## config.mk

```make
export PLATFORM = sky130hd
export DESIGN_NAME = arty_wrapper_uart_controller_flat
export DESIGN_NICKNAME = d
export VERILOG_FILES = /design/src/rtl/arty_wrapper_uart_controller_pkg.sv /design/src/rtl/arty_wrapper_uart_controller_if.sv /design/src/rtl/arty_wrapper_uart_controller_rx_deser.sv /design/src/rtl/arty_wrapper_uart_controller.sv /design/src/flat_wrapper.sv
export SDC_FILE = /design/constraint.sdc
export NUM_CORES = 1
export LEC_CHECK = 0
export BUFFER_PORTS_ARGS = -buffer_cell sky130_fd_sc_hd__buf_2
export CORE_AREA = 2 2 57 112
export CTS_CLUSTER_SIZE = 24
export DETAILED_ROUTE_END_ITERATION = 8
export DIE_AREA = 0 0 59 114
export GPL_TIMING_DRIVEN = 1
export PLACE_DENSITY = 0.7
export REMOVE_ABC_BUFFERS = 1
export SYNTH_ARGS = -nofsm -noshare
export SYNTH_HDL_FRONTEND = slang
export SYNTH_HIERARCHICAL = 1
export SYNTH_SLANG_ARGS = --single-unit
```

## constraint.sdc

```tcl
create_clock -name CLK100MHZ -period 4.7 [get_ports CLK100MHZ]
set_input_delay 0.235 -clock CLK100MHZ [delete_from_list [all_inputs] [get_ports CLK100MHZ]]
set_output_delay 0.235 -clock CLK100MHZ [all_outputs]
set_load 0.01 [all_outputs]
```

## src/rtl/arty_wrapper_uart_controller_pkg.sv

```systemverilog
// Shared types and constants for the Arty UART controller.
package uart_pkg;

    localparam int unsigned DEFAULT_CLKS_PER_BIT = 868;
    localparam int unsigned DATA_BITS            = 8;

    typedef enum logic [1:0] {
        TX_IDLE,
        TX_START,
        TX_DATA,
        TX_STOP
    } tx_state_t;

    typedef enum logic [1:0] {
        RX_IDLE,
        RX_START,
        RX_DATA,
        RX_STOP
    } rx_state_t;

endpackage

```

## src/rtl/arty_wrapper_uart_controller_if.sv

```systemverilog
// Fabric-side byte interface: TX valid/ready handshake and RX strobes.
interface arty_wrapper_uart_controller_if;

    logic [uart_pkg::DATA_BITS-1:0] tx_data;
    logic                           tx_valid;
    logic                           tx_ready;
    logic [uart_pkg::DATA_BITS-1:0] rx_data;
    logic                           rx_valid;
    logic                           rx_frame_err;

    // Fabric logic producing/consuming bytes.
    modport master (
        output tx_data,
        output tx_valid,
        input  tx_ready,
        input  rx_data,
        input  rx_valid,
        input  rx_frame_err
    );

    // UART controller.
    modport slave (
        input  tx_data,
        input  tx_valid,
        output tx_ready,
        output rx_data,
        output rx_valid,
        output rx_frame_err
    );

endinterface

```

## src/rtl/arty_wrapper_uart_controller_rx_deser.sv

```systemverilog
// UART receiver: 2-flop synchroniser, 8N1 deserialiser, good-frame and
// framing-error strobes.
module uart_rx_deser #(
    parameter int unsigned CLKS_PER_BIT = uart_pkg::DEFAULT_CLKS_PER_BIT,
    parameter int unsigned DATA_BITS    = uart_pkg::DATA_BITS
) (
    input  logic                 clk_i,
    input  logic                 rst_i,
    input  logic                 rxd_i,
    output logic [DATA_BITS-1:0] rx_data_o,
    output logic                 rx_valid_o,
    output logic                 rx_frame_err_o
);
    import uart_pkg::*;

    localparam int unsigned    CW        = $clog2(CLKS_PER_BIT);
    localparam logic [CW-1:0]  LAST      = CW'(CLKS_PER_BIT - 1);
    localparam logic [CW-1:0]  HALF_LAST = CW'(CLKS_PER_BIT / 2 - 1);
    localparam logic [2:0]     BIT_LAST  = 3'(DATA_BITS - 1);

    logic [1:0]           sync_q;
    logic                 rxs;
    logic                 rxs_prev_q;
    rx_state_t            state_q, state_d;
    logic [CW-1:0]        cnt_q, cnt_d;
    logic [2:0]           bit_q, bit_d;
    logic [DATA_BITS-1:0] shift_q, shift_d;
    logic [DATA_BITS-1:0] data_q, data_d;
    logic                 valid_q, valid_d;
    logic                 ferr_q, ferr_d;

    assign rxs = sync_q[1];

    // Synchronise the asynchronous pin and keep last sample for edge detect.
    always_ff @(posedge clk_i or posedge rst_i) begin
        if (rst_i) begin
            sync_q     <= '1;
            rxs_prev_q <= 1'b1;
        end else begin
            sync_q     <= {sync_q[0], rxd_i};
            rxs_prev_q <= rxs;
        end
    end

    // RX state and datapath registers.
    always_ff @(posedge clk_i or posedge rst_i) begin
        if (rst_i) begin
            state_q <= RX_IDLE;
            cnt_q   <= '0;
            bit_q   <= '0;
            shift_q <= '0;
            data_q  <= '0;
            valid_q <= 1'b0;
            ferr_q  <= 1'b0;
        end else begin
            state_q <= state_d;
            cnt_q   <= cnt_d;
            bit_q   <= bit_d;
            shift_q <= shift_d;
            data_q  <= data_d;
            valid_q <= valid_d;
            ferr_q  <= ferr_d;
        end
    end

    // Next-state: half-bit start check, then sample at each bit centre.
    // A start is only armed by a high-to-low edge, so after a break the
    // line must return high before the next frame is recognised.
    always_comb begin
        state_d = state_q;
        cnt_d   = cnt_q;
        bit_d   = bit_q;
        shift_d = shift_q;
        data_d  = data_q;
        valid_d = 1'b0;
        ferr_d  = 1'b0;
        case (state_q)
            RX_IDLE: begin
                if (rxs_prev_q && !rxs) begin
                    state_d = RX_START;
                    cnt_d   = '0;
                end
            end
            RX_START: begin
                if (cnt_q == HALF_LAST) begin
                    cnt_d = '0;
                    if (rxs) begin
                        state_d = RX_IDLE;
                    end else begin
                        state_d = RX_DATA;
                        bit_d   = '0;
                    end
                end else begin
                    cnt_d = cnt_q + 1'b1;
                end
            end
            RX_DATA: begin
                if (cnt_q == LAST) begin
                    cnt_d   = '0;
                    shift_d = {rxs, shift_q[DATA_BITS-1:1]};
                    bit_d   = bit_q + 1'b1;
                    if (bit_q == BIT_LAST) begin
                        state_d = RX_STOP;
                    end
                end else begin
                    cnt_d = cnt_q + 1'b1;
                end
            end
            RX_STOP: begin
                if (cnt_q == LAST) begin
                    cnt_d   = '0;
                    state_d = RX_IDLE;
                    if (rxs) begin
                        data_d  = shift_q;
                        valid_d = 1'b1;
                    end else begin
                        ferr_d = 1'b1;
                    end
                end else begin
                    cnt_d = cnt_q + 1'b1;
                end
            end
            default: state_d = RX_IDLE;
        endcase
    end

    assign rx_data_o      = data_q;
    assign rx_valid_o     = valid_q;
    assign rx_frame_err_o = ferr_q;

endmodule

```

## src/rtl/arty_wrapper_uart_controller.sv

```systemverilog
// Arty UART controller top: inline 8N1 transmitter plus receiver sub-module.
module arty_wrapper_uart_controller #(
    parameter int unsigned CLKS_PER_BIT = uart_pkg::DEFAULT_CLKS_PER_BIT,
    parameter int unsigned DATA_BITS    = uart_pkg::DATA_BITS
) (
    input  logic                          CLK100MHZ,
    input  logic                          rst_p,
    input  logic                          uart_rxd,
    output logic                          uart_txd,
    arty_wrapper_uart_controller_if.slave bus
);
    import uart_pkg::*;

    localparam int unsigned   CW       = $clog2(CLKS_PER_BIT);
    localparam logic [CW-1:0] LAST     = CW'(CLKS_PER_BIT - 1);
    localparam logic [2:0]    BIT_LAST = 3'(DATA_BITS - 1);

    tx_state_t            tx_state_q, tx_state_d;
    logic [CW-1:0]        tx_cnt_q, tx_cnt_d;
    logic [2:0]           tx_bit_q, tx_bit_d;
    logic [DATA_BITS-1:0] tx_shift_q, tx_shift_d;
    logic                 txd_q, txd_d;

    logic [DATA_BITS-1:0] rx_data;
    logic                 rx_valid;
    logic                 rx_frame_err;

    // TX state and datapath registers; reset forces the line high at once.
    always_ff @(posedge CLK100MHZ or posedge rst_p) begin
        if (rst_p) begin
            tx_state_q <= TX_IDLE;
            tx_cnt_q   <= '0;
            tx_bit_q   <= '0;
            tx_shift_q <= '0;
            txd_q      <= 1'b1;
        end else begin
            tx_state_q <= tx_state_d;
            tx_cnt_q   <= tx_cnt_d;
            tx_bit_q   <= tx_bit_d;
            tx_shift_q <= tx_shift_d;
            txd_q      <= txd_d;
        end
    end

    // Next-state: the line level is computed alongside each transition so
    // the pin is driven straight from a flop.
    always_comb begin
        tx_state_d = tx_state_q;
        tx_cnt_d   = tx_cnt_q;
        tx_bit_d   = tx_bit_q;
        tx_shift_d = tx_shift_q;
        txd_d      = txd_q;
        case (tx_state_q)
            TX_IDLE: begin
                txd_d = 1'b1;
                if (bus.tx_valid) begin
                    tx_state_d = TX_START;
                    tx_cnt_d   = '0;
                    tx_shift_d = bus.tx_data;
                    txd_d      = 1'b0;
                end
            end
            TX_START: begin
                if (tx_cnt_q == LAST) begin
                    tx_state_d = TX_DATA;
                    tx_cnt_d   = '0;
                    tx_bit_d   = '0;
                    txd_d      = tx_shift_q[0];
                end else begin
                    tx_cnt_d = tx_cnt_q + 1'b1;
                end
            end
            TX_DATA: begin
                if (tx_cnt_q == LAST) begin
                    tx_cnt_d = '0;
                    tx_bit_d = tx_bit_q + 1'b1;
                    if (tx_bit_q == BIT_LAST) begin
                        tx_state_d = TX_STOP;
                        txd_d      = 1'b1;
                    end else begin
                        tx_shift_d = tx_shift_q >> 1;
                        txd_d      = tx_shift_q[1];
                    end
                end else begin
                    tx_cnt_d = tx_cnt_q + 1'b1;
                end
            end
            TX_STOP: begin
                txd_d = 1'b1;
                if (tx_cnt_q == LAST) begin
                    tx_state_d = TX_IDLE;
                    tx_cnt_d   = '0;
                end else begin
                    tx_cnt_d = tx_cnt_q + 1'b1;
                end
            end
            default: tx_state_d = TX_IDLE;
        endcase
    end

    assign uart_txd     = txd_q;
    assign bus.tx_ready = (tx_state_q == TX_IDLE);

    uart_rx_deser #(
        .CLKS_PER_BIT (CLKS_PER_BIT),
        .DATA_BITS    (DATA_BITS)
    ) u_rx (
        .clk_i          (CLK100MHZ),
        .rst_i          (rst_p),
        .rxd_i          (uart_rxd),
        .rx_data_o      (rx_data),
        .rx_valid_o     (rx_valid),
        .rx_frame_err_o (rx_frame_err)
    );

    assign bus.rx_data      = rx_data;
    assign bus.rx_valid     = rx_valid;
    assign bus.rx_frame_err = rx_frame_err;

endmodule

```

## src/flat_wrapper.sv

```systemverilog
// flat-port wrapper written by rule: the top's interface ports become plain ports
module arty_wrapper_uart_controller_flat import uart_pkg::*;
#(
    parameter int unsigned CLKS_PER_BIT = uart_pkg::DEFAULT_CLKS_PER_BIT,
    parameter int unsigned DATA_BITS    = uart_pkg::DATA_BITS
)
  (CLK100MHZ, rst_p, uart_rxd, uart_txd, bus_tx_data, bus_tx_valid, bus_tx_ready, bus_rx_data, bus_rx_valid, bus_rx_frame_err);
  arty_wrapper_uart_controller_if bus_i ();
  input  logic CLK100MHZ;
  input  logic rst_p;
  input  logic uart_rxd;
  output logic uart_txd;
  input wire logic [$bits(bus_i.tx_data)-1:0] bus_tx_data;
  input wire logic [$bits(bus_i.tx_valid)-1:0] bus_tx_valid;
  output wire logic [$bits(bus_i.tx_ready)-1:0] bus_tx_ready;
  output wire logic [$bits(bus_i.rx_data)-1:0] bus_rx_data;
  output wire logic [$bits(bus_i.rx_valid)-1:0] bus_rx_valid;
  output wire logic [$bits(bus_i.rx_frame_err)-1:0] bus_rx_frame_err;
  assign bus_i.tx_data = bus_tx_data;
  assign bus_i.tx_valid = bus_tx_valid;
  assign bus_tx_ready = bus_i.tx_ready;
  assign bus_rx_data = bus_i.rx_data;
  assign bus_rx_valid = bus_i.rx_valid;
  assign bus_rx_frame_err = bus_i.rx_frame_err;
  arty_wrapper_uart_controller #(.CLKS_PER_BIT(CLKS_PER_BIT), .DATA_BITS(DATA_BITS)) u_core (.CLK100MHZ(CLK100MHZ), .rst_p(rst_p), .uart_rxd(uart_rxd), .uart_txd(uart_txd), .bus(bus_i));
endmodule
```

== After elaboration in Yosys (flattened, before gate mapping) ==
Cells that the tools add are included.
Storage, ports and cells
  bits of input ports: 12
  register bits after elaboration: 60
  word-level logic and storage cells: 100
  output and inout bits: 12
Operators by class
  equal/unequal tests: 23
  reductions and logical operators: 17
  add/sub/neg operators: 4
  mux-type cells: 42
Operator list (number)
  $mux W10: 5
  $pmux W10 S3: 1
  $mux W8: 3
  $mux W2: 11
  $add A10 B1 Y10 const B: 2
  $eq A10 B10 Y1 const B: 2
  $pmux W10 S2: 1
  $ne A2 B2 Y1 const B: 8
  $pmux W2 S4: 2
  $pmux W8 S2: 1
  $mux W3: 5
  $pmux W3 S2: 2
  $eq A10 B9 Y1 const B: 1
  $mux W1: 10
  $reduce_and A5 Y1: 2
  $eq A2 B2 Y1 const B: 4
  $ne A2 B1 Y1 const B: 4
  $reduce_and A4 Y1: 2
  $add A3 B1 Y3 const B: 2
  $eq A3 B3 Y1 const B: 2
  $reduce_and A3 Y1: 2
  $reduce_bool A2 Y1: 3
  $eq A2 B1 Y1 const B: 2
  $logic_not A2 Y1: 2
  other kinds (6): 7

== Longest topological paths before layout ==
Gate-level depths: netlist of run 1.
  depth after elaboration: 4
  depth in mapped cells: 7
  gate-level depth less buffers: 6

== Hierarchy ==
The synthesis of run 1 kept the hierarchy.
By module, submodules not included
  uart_rx_deser: instances 1, sequential area each 904.6 sq um, cells each 146, area each 1720.4 sq um
  arty_wrapper_uart_controller: instances 1, sequential area each 601.8 sq um, cells each 126, area each 1396.3 sq um

== Worst setup path after synthesis of run 1 ==
Ideal clock, no wire load.
  kind: flip-flop to flip-flop
  start: reg u_core.tx_state_q[0]
  end: reg u_core.tx_shift_q[0]
  arrival time: 1.783 ns
  path buffers: 1
  stages on the path, launching flop included: 7
  setup slack: 2.793 ns
  data required time: 4.575 ns
  library setup time: 0.125 ns
  clock period less this slack: 1.907 ns
  cells stage by stage: dfrtp_1 -> inv_1 -> ha_1 -> clkbuf_1 -> nand2_1 -> o22ai_2 -> mux2_2
On the way
  longest elaborated chain between the ends: 3
  elaborated cells on any way between the ends: 8
  classes of those cells: 4 x eq/ne; 1 x mux; 3 x reduce/logical
RTL lines
  start, declared: RTL line arty_wrapper_uart_controller.sv:18  | tx_state_t tx_state_q, tx_state_d;
  start signal, assigned: RTL line arty_wrapper_uart_controller.sv:37  | tx_state_q <= tx_state_d;
  $logic_not A2 Y1 *
  net bus_tx_ready: RTL line flat_wrapper.sv:15  | output wire logic [$bits(bus_i.tx_ready)-1:0] bus_tx_ready;
  $ne A2 B2 Y1 (no line) / $reduce_bool A2 Y1 (equally long branches)
  $reduce_and A4 Y1 (no line)
  end signal, assigned: RTL line arty_wrapper_uart_controller.sv:40  | tx_shift_q <= tx_shift_d;
  end, declared: RTL line arty_wrapper_uart_controller.sv:21  | logic [DATA_BITS-1:0] tx_shift_q, tx_shift_d;
Mark *: on every way through the listed nets, which the timed path passes. The rest lies on a longest branch.
A chain may end at the register's enable or synchronous reset.

== Worst setup path after layout of run 1 ==
  start: reg u_core.tx_state_q[0]
  end: reg u_core.tx_shift_q[3]
On the way
  longest elaborated chain between the ends: 3
  elaborated cells on any way between the ends: 8
  classes of those cells: 4 x eq/ne; 1 x mux; 3 x reduce/logical
RTL lines
  $eq A2 B2 Y1 / $logic_not A2 Y1 (equally long branches): RTL line arty_wrapper_uart_controller.sv:53  | case (tx_state_q)
  $ne A2 B1 Y1 (no line), or another cell as far along
  $reduce_and A4 Y1 (no line)
Parallel ways exist; a longest one is shown, timed or not.

==> impl_metrics.tcl, run 1 <==
set metrics [dict create \
    grt_util_all_layers 0.201 \
    dp_cells 352 \
    ys_warn_count 6 \
    layout_commonest_cell "dfrtp_1" \
    synth_seq_area_share 0.483 \
    postCtsSetupBuffers 0 \
    synth_cell_type_count 56 \
    synth-async-reset-ratio 1.00 \
    static-leakage-power_uw 0.00168 \
    synth_xor_xnor_area_share 0.00843 \
    gp_congestion 0.844 \
    synth_fa_ha_area_frac 0.0482 \
    ys.flop_type "dfrtp_1" \
    holdWs_ps 24.5 \
    max_cap_violations 0 \
    finalWirelength_um 5780 \
    clock_latency_ps 330 \
    synth_top_area_share 0.450 \
    io-pin-count 24 \
    crit_path_end_kind "register" \
    cts_root_buf "clkbuf_16" \
    grt_pass1_vias 2183 \
    fin_nets 325 \
    postCtsResizedCells 0 \
    wl_per_cell_um 15.7 \
    synth-edff-count 0 \
    row_count 40 \
    final_cells 369 \
    finalHoldViolCount 0 \
    num_vias 2140 \
    route.detailed.drc 0 \
    drv_slew 0 \
    clk_path_buf_depth 2 \
    hold_path_class "in2async" \
    tightest_slew_ps 1170 \
    diodes 0 \
    fmax_mhz 432 \
    slew_headroom 0.213 \
    antenna_found_initial 0 \
    synth_top_family_by_area "simple AND/OR/NAND/NOR gates" \
    cts_buffers 9 \
    dieArea_um2 6730 \
    syn_to_final_growth_pct 16.9 \
    vias_per_cell 5.80 \
    core_um2 5910 \
    vdd_ir_drop_max_uv 290 \
    synth.area.top_cells "dfrtp_1, mux2_2, ha_1" \
    synthSimpleGateAreaFrac 0.167 \
    synth_cells 272 \
    holdBufCountCts 1 \
    synth_compound_area_frac 0.112 \
    yosys-mux-area-fraction 0.147 \
    finalCritPeriodShare 0.492 \
    tns_ps 0 \
    crit_type "reg2reg" \
    grt_start_max_net_pins 37 \
    die_width_um 59 \
    critPathLaunchType "register" \
    fin_skew_ps 5.34 \
    synth.avg_cell_area_um2 11.5 \
    nFillCells 492 \
    path_clk_slew_ps 50 \
    htree_levels 3 \
    drive_above_1_share 0.307 \
    detail-route-antenna-nets 0 \
    setup_viol 0 \
    initial_core_util 0.528 \
    p_per_area_nw_per_um2 408 \
    min_period_ps 2310 \
    hpwl_um 3990 \
    overflow 0 \
    cts_tree "done" \
    first_iter_violations 81 \
    syn-cell-area_um2 3120 \
    fin_util 0.617 \
    portBuffers 23 \
    crit_fanout 13 \
    rsz0062_at_grt "no" \
    clkSinkCount 60 \
    total_power_uw 1480 \
    grt_first_pass_wirelength_um 10100 \
    status "complete, no violations" \
    firstDrtPassIters 5 \
    required_ps 4910 \
    worstPathArrival_ps 2520 \
    chipHeight_um 114 \
    final_cell_mix "dfrtp_1, nand2_1, mux2_2" \
    yosysTopAreaCell "dfrtp_1" \
    ys_ff_latch 60 \
]
-- cells by family after synthesis --
kind of cell             Yosys count
AO/OA/AOI/OAI                     48
XOR/XNOR                           3
adder cells (fa/ha/maj)           12
multiplexers                      38
AND/OR/NAND/NOR                   90
buffers and inverters             21
flip-flops                        60
-- stage by stage --
stage	cell area, um^2	setup slack, ps
2_1_floorplan	3060	2740
3_3_place_gp	3260	2530
3_5_place_dp	3260	2410
4_1_cts	3640	2400
5_1_grt	3640	2260
6_report	3640	2390
-- routing by layer --
metal  vias to the layer above  wire [um]  track usage
li1                       1038          -            -
met1                      1048       2530        0.257
met2                        47       2910        0.304
met3                         7        232       0.0544
met4                         0        108        0.105
met5                         -          0            0
-- layout make-up --
type,instances,area (um^2),share of cell area
clock inverter,3,90.1,0.0247
sequential,60,1510,0.413
tap,63,78.8,0.0216
clock buffer,13,280,0.0769
timing repair buffer,25,133,0.0364
inverter,14,52.6,0.0144
multi-input combinational,191,1500,0.412
-- cells in the mapped netlist, types with 4 or more instances --
library cell	number
dfrtp_1	56
nand2_1	32
mux2_2	25
o21ai_0	21
inv_1	14
ha_1	12
mux2_4	9
nand3_1	9
nor2_1	9
nor3_1	8
nor2b_1	6
a21oi_1	4
dfstp_2	4
mux2i_1	4
nand4_1	4
-- worst max-delay path: stages, from the launching register on --
cell	delay, ps
dfrtp_1	400
inv_1	140
ha_1	410
nor2b_1	570
o22ai_2	320
mux2_2	340
-- final timing paths --
check                                 startpoint                    end  slack [ps]  depth (start not counted)
hold / removal                             rst_p   u_core/u_rx/cnt_q[0]          20                          3
setup reg to reg            u_core/tx_state_q[0]   u_core/tx_shift_q[3]        2390                          5
setup / recovery            u_core/tx_state_q[0]   u_core/tx_shift_q[3]        2390                          5
min in group CLK100MHZ            bus_tx_data[0]   u_core/tx_shift_q[0]         280                          3
hold reg to reg            u_core/u_rx/sync_q[0]  u_core/u_rx/sync_q[1]         360                          0
max in group asynchronous                  rst_p     u_core/tx_cnt_q[3]        4020                          2
-- report_power, final --
group	total, uW	leakage, uW	switching [uW]	internal (uW)
logic	89.0	0.000743	50.1	38.9
registers	601	0.000754	52.6	549
clock network	795	0.000182	220	575
total	1480	0.00168	323	1160
-- flip-flops by register name (all words and copies together) (netlist names), 2 cells and up, named ones only --
signal	flops
u_core/tx_cnt_q	10
u_core/tx_bit_q	3
u_core/u_rx/sync_q	2
u_core/u_rx/cnt_q	10
u_core/tx_shift_q	8
u_core/tx_state_q	2
u_core/u_rx/shift_q	8
u_core/u_rx/rx_data_o	8
u_core/u_rx/bit_q	3
Note: power is estimated with default switching activity, not from simulation.
==> inputs of run 2 (changes only) <==
--- a/config.mk
+++ b/config.mk
@@ -6,12 +6,12 @@
 export NUM_CORES = 1
 export LEC_CHECK = 0
 export BUFFER_PORTS_ARGS = -buffer_cell sky130_fd_sc_hd__buf_2
-export CORE_AREA = 2 2 57 112
+export CORE_AREA = 2 2 57 113
 export CTS_CLUSTER_SIZE = 24
 export DETAILED_ROUTE_END_ITERATION = 8
-export DIE_AREA = 0 0 59 114
+export DIE_AREA = 0 0 59 115
 export GPL_TIMING_DRIVEN = 1
-export PLACE_DENSITY = 0.7
+export PLACE_DENSITY = 0.72
 export REMOVE_ABC_BUFFERS = 1
 export SYNTH_ARGS = -nofsm -noshare
 export SYNTH_HDL_FRONTEND = slang
==> constraint.sdc (replaced) <==
create_clock -name CLK100MHZ -period 1.9 [get_ports CLK100MHZ]
set_input_delay 0.095 -clock CLK100MHZ [delete_from_list [all_inputs] [get_ports CLK100MHZ]]
set_output_delay 0.095 -clock CLK100MHZ [all_outputs]
set_load 0.01 [all_outputs]
==> impl_metrics.tcl, run 2 (synthesis gave the netlist of run 1 again) <==
set metrics [dict create \
    grt_start_max_net_pins 37 \
    clock_latency_ps 320 \
    top_layer_used "met4" \
    slew_headroom 0.661 \
    dieArea_um2 6790 \
    tns_ps 0 \
    wl_per_cell_um 14.8 \
    required_ps 2100 \
    postCtsSetupBuffers 0 \
    row_count 40 \
    drv_slew 0 \
    layout_commonest_cell "dfrtp_1" \
    finalHoldViolCount 0 \
    hold_path_class "in2reg" \
    syn_to_final_growth_pct 18.7 \
    critPathSlowestCell "dfrtp_1" \
    grt_util_all_layers 0.194 \
    die_width_um 59 \
    chipHeight_um 115 \
    clk_path_buf_depth 2 \
    critical_path.max_stage_delay_ps 390 \
    critPathLaunchType "register" \
    finalCritPeriodShare 0.946 \
    status "complete, no violations" \
    worstPathArrival_ps 2000 \
    dr_wl_met3_um 197 \
    cts_root_buf "clkbuf_16" \
    antenna_found_initial 0 \
    crit_path_end_kind "register" \
    tightest_slew_ps 504 \
    min_period_ps 1800 \
    firstDrtPassIters 4 \
    first_iter_violations 59 \
    cts_buffers 9 \
    crit_type "reg2reg" \
    max_cap_violations 0 \
    holdWs_ps 130 \
    largest_registers "u_core/tx_cnt_q: 10 flops, u_core/u_rx/cnt_q: 10 flops" \
    clkSinkCount 60 \
    gp_congestion 0.784 \
    vias_per_cell 5.80 \
    hpwl_um 4110 \
    final_cell_mix "dfrtp_1, nand2_1, mux2_2" \
    htree_levels 3 \
    wl_met1_um 2480 \
    path_clk_slew_ps 50 \
    drive_above_1_share 0.345 \
    core_um2 5910 \
    grt_pass1_vias 2244 \
    detail-route-antenna-nets 0 \
    diodes 0 \
    p_per_area_nw_per_um2 895 \
    initial_core_util 0.528 \
    route.detailed.drc 0 \
    wl_met2_um 2890 \
    vdd_ir_drop_max_uv 653 \
    grt_first_pass_wirelength_um 10000 \
    fin_skew_ps 3.15 \
    nFillCells 478 \
    io-pin-count 24 \
    cts_tree "done" \
    rsz0062_at_grt "no" \
    overflow 0 \
    regToRegSetupSlack_ps 100 \
    num_vias 2233 \
    fin_util 0.626 \
    finalWirelength_um 5710 \
    fin_nets 341 \
    fmax_mhz 557 \
    portBuffers 23 \
    total_power_uw 3310 \
    crit_fanout 8 \
    cp_cell_sequence "ha_2 > nor3b_4 > nand4b_1 > o22ai_2 > buf_6 > mux2_2" \
    setup_viol 0 \
    static-leakage-power_uw 0.00171 \
]
run 2: routing by layer:
metal | GRT usage | vias up
li1 | - | 1072
met1 | 0.258 | 1104
met5 | 0 | -
met4 | 0.121 | 0
met3 | 0.0270 | 10
met2 | 0.293 | 47
run 2: where the power goes:
| part | internal [uW] | leakage, uW | switching [uW] | total (uW) |
|---|---|---|---|---|
| clock | 1000 | 0.000137 | 549 | 1550 |
| sequential | 1360 | 0.000754 | 100 | 1460 |
| combinational | 139 | 0.000824 | 160 | 299 |
| total | 2500 | 0.00171 | 809 | 3310 |
run 2: critical path: cells and delay by family (launching register included):
kind	cells	cell delay (ps)
DFF	1	390
buffers and inverters	1	160
muxes	1	340
and+or+nand+nor	2	430
adders and majority gates	1	220
AOI/OAI and AO/OA	1	140
run 2: timing repair:
action	4_1_cts	5_1_grt
endpoints found under the hold margin	57	0
endpoints found under the setup margin	0	10
hold buffers	2	0
resized for setup	0	4
run 2: path summary, 6_finish.rpt:
check / depth (start not counted) / end / startpoint
max: 6 / u_core/tx_shift_q[7] / u_core/tx_cnt_q[0]
min in group asynchronous: 4 / u_core/tx_bit_q[0] / rst_p
max reg2reg: 6 / u_core/tx_shift_q[7] / u_core/tx_cnt_q[0]
min: 3 / u_core/tx_shift_q[7] / bus_tx_data[7]
max in group asynchronous: 4 / u_core/u_rx/rxs_prev_q / rst_p
min reg2reg: 0 / u_core/u_rx/sync_q[1] / u_core/u_rx/sync_q[0]
run 2: stage by stage:
step / setup WS [ps] / area (um^2) / instances
2_1_floorplan: -59.9 / 3060 / 265
3_3_place_gp: 122 / 3380 / 367
3_5_place_dp: 71.1 / 3380 / 367
4_1_cts: 63.0 / 3690 / 385
5_1_grt: 14.4 / 3700 / 385
6_report: 103 / 3700 / 385
run 2: cell type report:
class / count / area, um^2 / area share
well taps: 63 / 78.8 / 0.0213
multi-input cells: 191 / 1510 / 0.408
flip-flops and latches: 60 / 1510 / 0.407
inverters: 14 / 52.6 / 0.0142
clock inverters: 7 / 67.6 / 0.0183
clock buffers: 9 / 225 / 0.0609
repair buffers: 41 / 259 / 0.0700
==> inputs of run 3 (changes only) <==
--- a/config.mk
+++ b/config.mk
@@ -6,14 +6,14 @@
 export NUM_CORES = 1
 export LEC_CHECK = 0
 export BUFFER_PORTS_ARGS = -buffer_cell sky130_fd_sc_hd__buf_2
-export CORE_AREA = 2 2 57 113
+export CORE_AREA = 2 2 56 111
 export CTS_CLUSTER_SIZE = 24
 export DETAILED_ROUTE_END_ITERATION = 8
-export DIE_AREA = 0 0 59 115
+export DIE_AREA = 0 0 58 113
+export GPL_ROUTABILITY_DRIVEN = 1
 export GPL_TIMING_DRIVEN = 1
 export PLACE_DENSITY = 0.72
 export REMOVE_ABC_BUFFERS = 1
 export SYNTH_ARGS = -nofsm -noshare
 export SYNTH_HDL_FRONTEND = slang
-export SYNTH_HIERARCHICAL = 1
 export SYNTH_SLANG_ARGS = --single-unit
==> constraint.sdc (replaced) <==
create_clock -name CLK100MHZ -period 1.9 [get_ports CLK100MHZ]
set_input_delay 0.19 -clock CLK100MHZ [delete_from_list [all_inputs] [get_ports CLK100MHZ]]
set_output_delay 0.19 -clock CLK100MHZ [all_outputs]
set_load 0.01 [all_outputs]
==> impl_metrics.tcl, run 3 <==
set metrics [dict create \
    regToRegSetupSlack_ps 80 \
    setup_viol 0 \
    hold_depth 3 \
    clock_latency_ps 330 \
    first_iter_violations 59 \
    chipHeight_um 113 \
    synth_cells 265 \
    num_vias 2199 \
    largest_registers "u_core.tx_cnt_q: 10 flops, u_core.u_rx.cnt_q: 10 flops" \
    cts_root_buf "clkbuf_16" \
    synth_cell_type_count 52 \
    critPathLaunchType "register" \
    gp_congestion 0.791 \
    holdWs_ps 151 \
    critPathSlowestCell "or3_1" \
    initial_core_util 0.528 \
    tightest_slew_ps 420 \
    worstPathArrival_ps 2030 \
    hpwl_um 4470 \
    syn-cell-area_um2 2990 \
    tns_ps 0 \
    drive_above_1_share 0.343 \
    io-pin-count 24 \
    ys.flop_type "dfrtp_1" \
    hold_path_class "in2reg" \
    register_area_um2 1510 \
    portBuffers 23 \
    grt_first_pass_wirelength_um 11000 \
    synth-async-reset-ratio 1.00 \
    finalHoldViolCount 0 \
    synth_common_cells "dfrtp_1, mux2_2, nand2_1" \
    status "complete, no violations" \
    detail-route-antenna-nets 0 \
    vias_per_cell 5.76 \
    finalCritPeriodShare 0.956 \
    synth.avg_cell_area_um2 11.3 \
    cts_buffers 9 \
    cts_tree "done" \
    ys_warn_count 0 \
    crit-reg2reg-launch "u_core.tx_state_q[0]" \
    multi_input_area_um2 1400 \
    synth.area.top_cells "dfrtp_1, mux2_2, ha_1" \
    syn_to_final_growth_pct 22.6 \
    path_clk_slew_ps 50 \
    core_um2 5660 \
    crit_path_end_kind "register" \
    crit_type "reg2reg" \
    r2r-end "u_core.tx_state_q[1]" \
    route.detailed.drc 0 \
    min_period_ps 1820 \
    static-leakage-power_uw 0.00174 \
    clk_path_buf_depth 2 \
    overflow 0 \
    total_power_uw 3510 \
    diodes 0 \
    min_to "u_core.tx_shift_q[7]" \
    firstDrtPassIters 4 \
    synth-edff-count 0 \
    max_cap_violations 0 \
    fin_nets 339 \
    cp_cell_sequence "inv_1 > ha_1 > or3_1 > a211oi_2 > mux2_2" \
    grt_start_max_net_pins 61 \
    drv_slew 0 \
    grt_pass1_vias 2341 \
    die_width_um 58 \
    final_cell_mix "dfrtp_1, mux2_2, buf_2" \
    antenna_found_initial 0 \
    crit_fanout 4 \
    row_count 39 \
    wl_per_cell_um 16.1 \
    htree_levels 3 \
    fin_util 0.648 \
    ys_ff_latch 60 \
    reg2reg_depth 5 \
    postCtsSetupBuffers 0 \
    dieArea_um2 6550 \
    fmax_mhz 551 \
    min-delay-start "bus_tx_data[7]" \
    clkSinkCount 60 \
    finalWirelength_um 6160 \
    critical_path.max_stage_delay_ps 400 \
    nFillCells 456 \
    fin_skew_ps 4.36 \
    p_per_area_nw_per_um2 957 \
    grt_util_all_layers 0.221 \
    synth_top_area_share 0.469 \
    synth_seq_area_share 0.504 \
    slew_headroom 0.720 \
    yosysTopAreaCell "dfrtp_1" \
    required_ps 2110 \
    vdd_ir_drop_max_uv 935 \
    yosysMostFrequentCell "dfrtp_1" \
    layout_commonest_cell "dfrtp_1" \
]
==> run 3: how the worst max path moves through the flow <==
stage / endpoint / startpoint / slack [ps] / cells after the start
4_1_cts: u_core.u_rx.rx_data_o[1] / u_core.u_rx.cnt_q[1] / 50 / 6
6_report: u_core.tx_state_q[1] / u_core.tx_state_q[0] / 80 / 5
3_5_place_dp: u_core.tx_shift_q[0] / u_core.tx_bit_q[0] / 60 / 7
3_3_place_gp: u_core.tx_shift_q[6] / u_core.tx_bit_q[0] / 110 / 7
2_1_floorplan: u_core.tx_shift_q[0] / u_core.tx_state_q[0] / -160 / 6
5_1_grt: u_core.tx_shift_q[1] / u_core.tx_bit_q[0] / -3 / 7
==> run 3: metrics by stage <==
| step | cells | worst slack, ps | area (um^2) |
|---|---|---|---|
| floorplan | 257 | -158 | 2960 |
| global placement | 364 | 110 | 3330 |
| detailed placement | 364 | 60.0 | 3330 |
| CTS | 382 | 53.4 | 3660 |
| global route | 382 | -3.28 | 3670 |
| finish | 382 | 83.5 | 3670 |
==> run 3: report_power, final <==
group          internal (uW)  switching (uW)  total, uW
logic                    216             283        500
registers               1340            48.4       1390
clock network           1080             540       1620
==> run 3: cell type report <==
type                            count  share of cell area
Clock inverter                      4              0.0130
Inverter                           16              0.0164
Timing Repair Buffer               48              0.0884
Clock buffer                       12              0.0700
Sequential cell                    60               0.411
Multi-Input combinational cell    181               0.381
Tap cell                           61              0.0208
==> run 3: logic make-up after synthesis <==
kind of cell             count (synthesis)  synth area share
AND/OR/NAND/NOR                         78             0.154
flip-flops                              60             0.504
AO/OA/AOI/OAI                           54             0.127
multiplexers                            35             0.130
buffers and inverters                   24            0.0310
adder cells (fa/ha/maj)                 11            0.0460
XOR/XNOR                                 3           0.00879
==> run 3: timing repair <==
item / 4_1_cts / 5_1_grt
endpoints found under the hold margin: 57 / 0
setup endpoints to repair: 0 / 16
hold buffers: 2 / 0
gates resized for setup: 0 / 3
==> run 3: worst max-delay path: cells and delay by family, from the launching register on <==
kind | cells | cell delay, ps
AND/OR/NAND/NOR | 1 | 400
flip-flops | 1 | 370
multiplexers | 1 | 360
AO/OA/AOI/OAI | 1 | 260
adder cells (fa/ha/maj) | 1 | 240
buffers and inverters | 1 | 80
==> run 3: layer usage <==
metal,part of all wire,vias up,track usage,wire (um)
li1,-,1067,-,-
met1,0.36,1095,0.225,2240
met2,0.59,25,0.406,3620
met3,0.023,12,0.0549,142
met4,0.024,0,0.102,145
met5,0,-,0,0
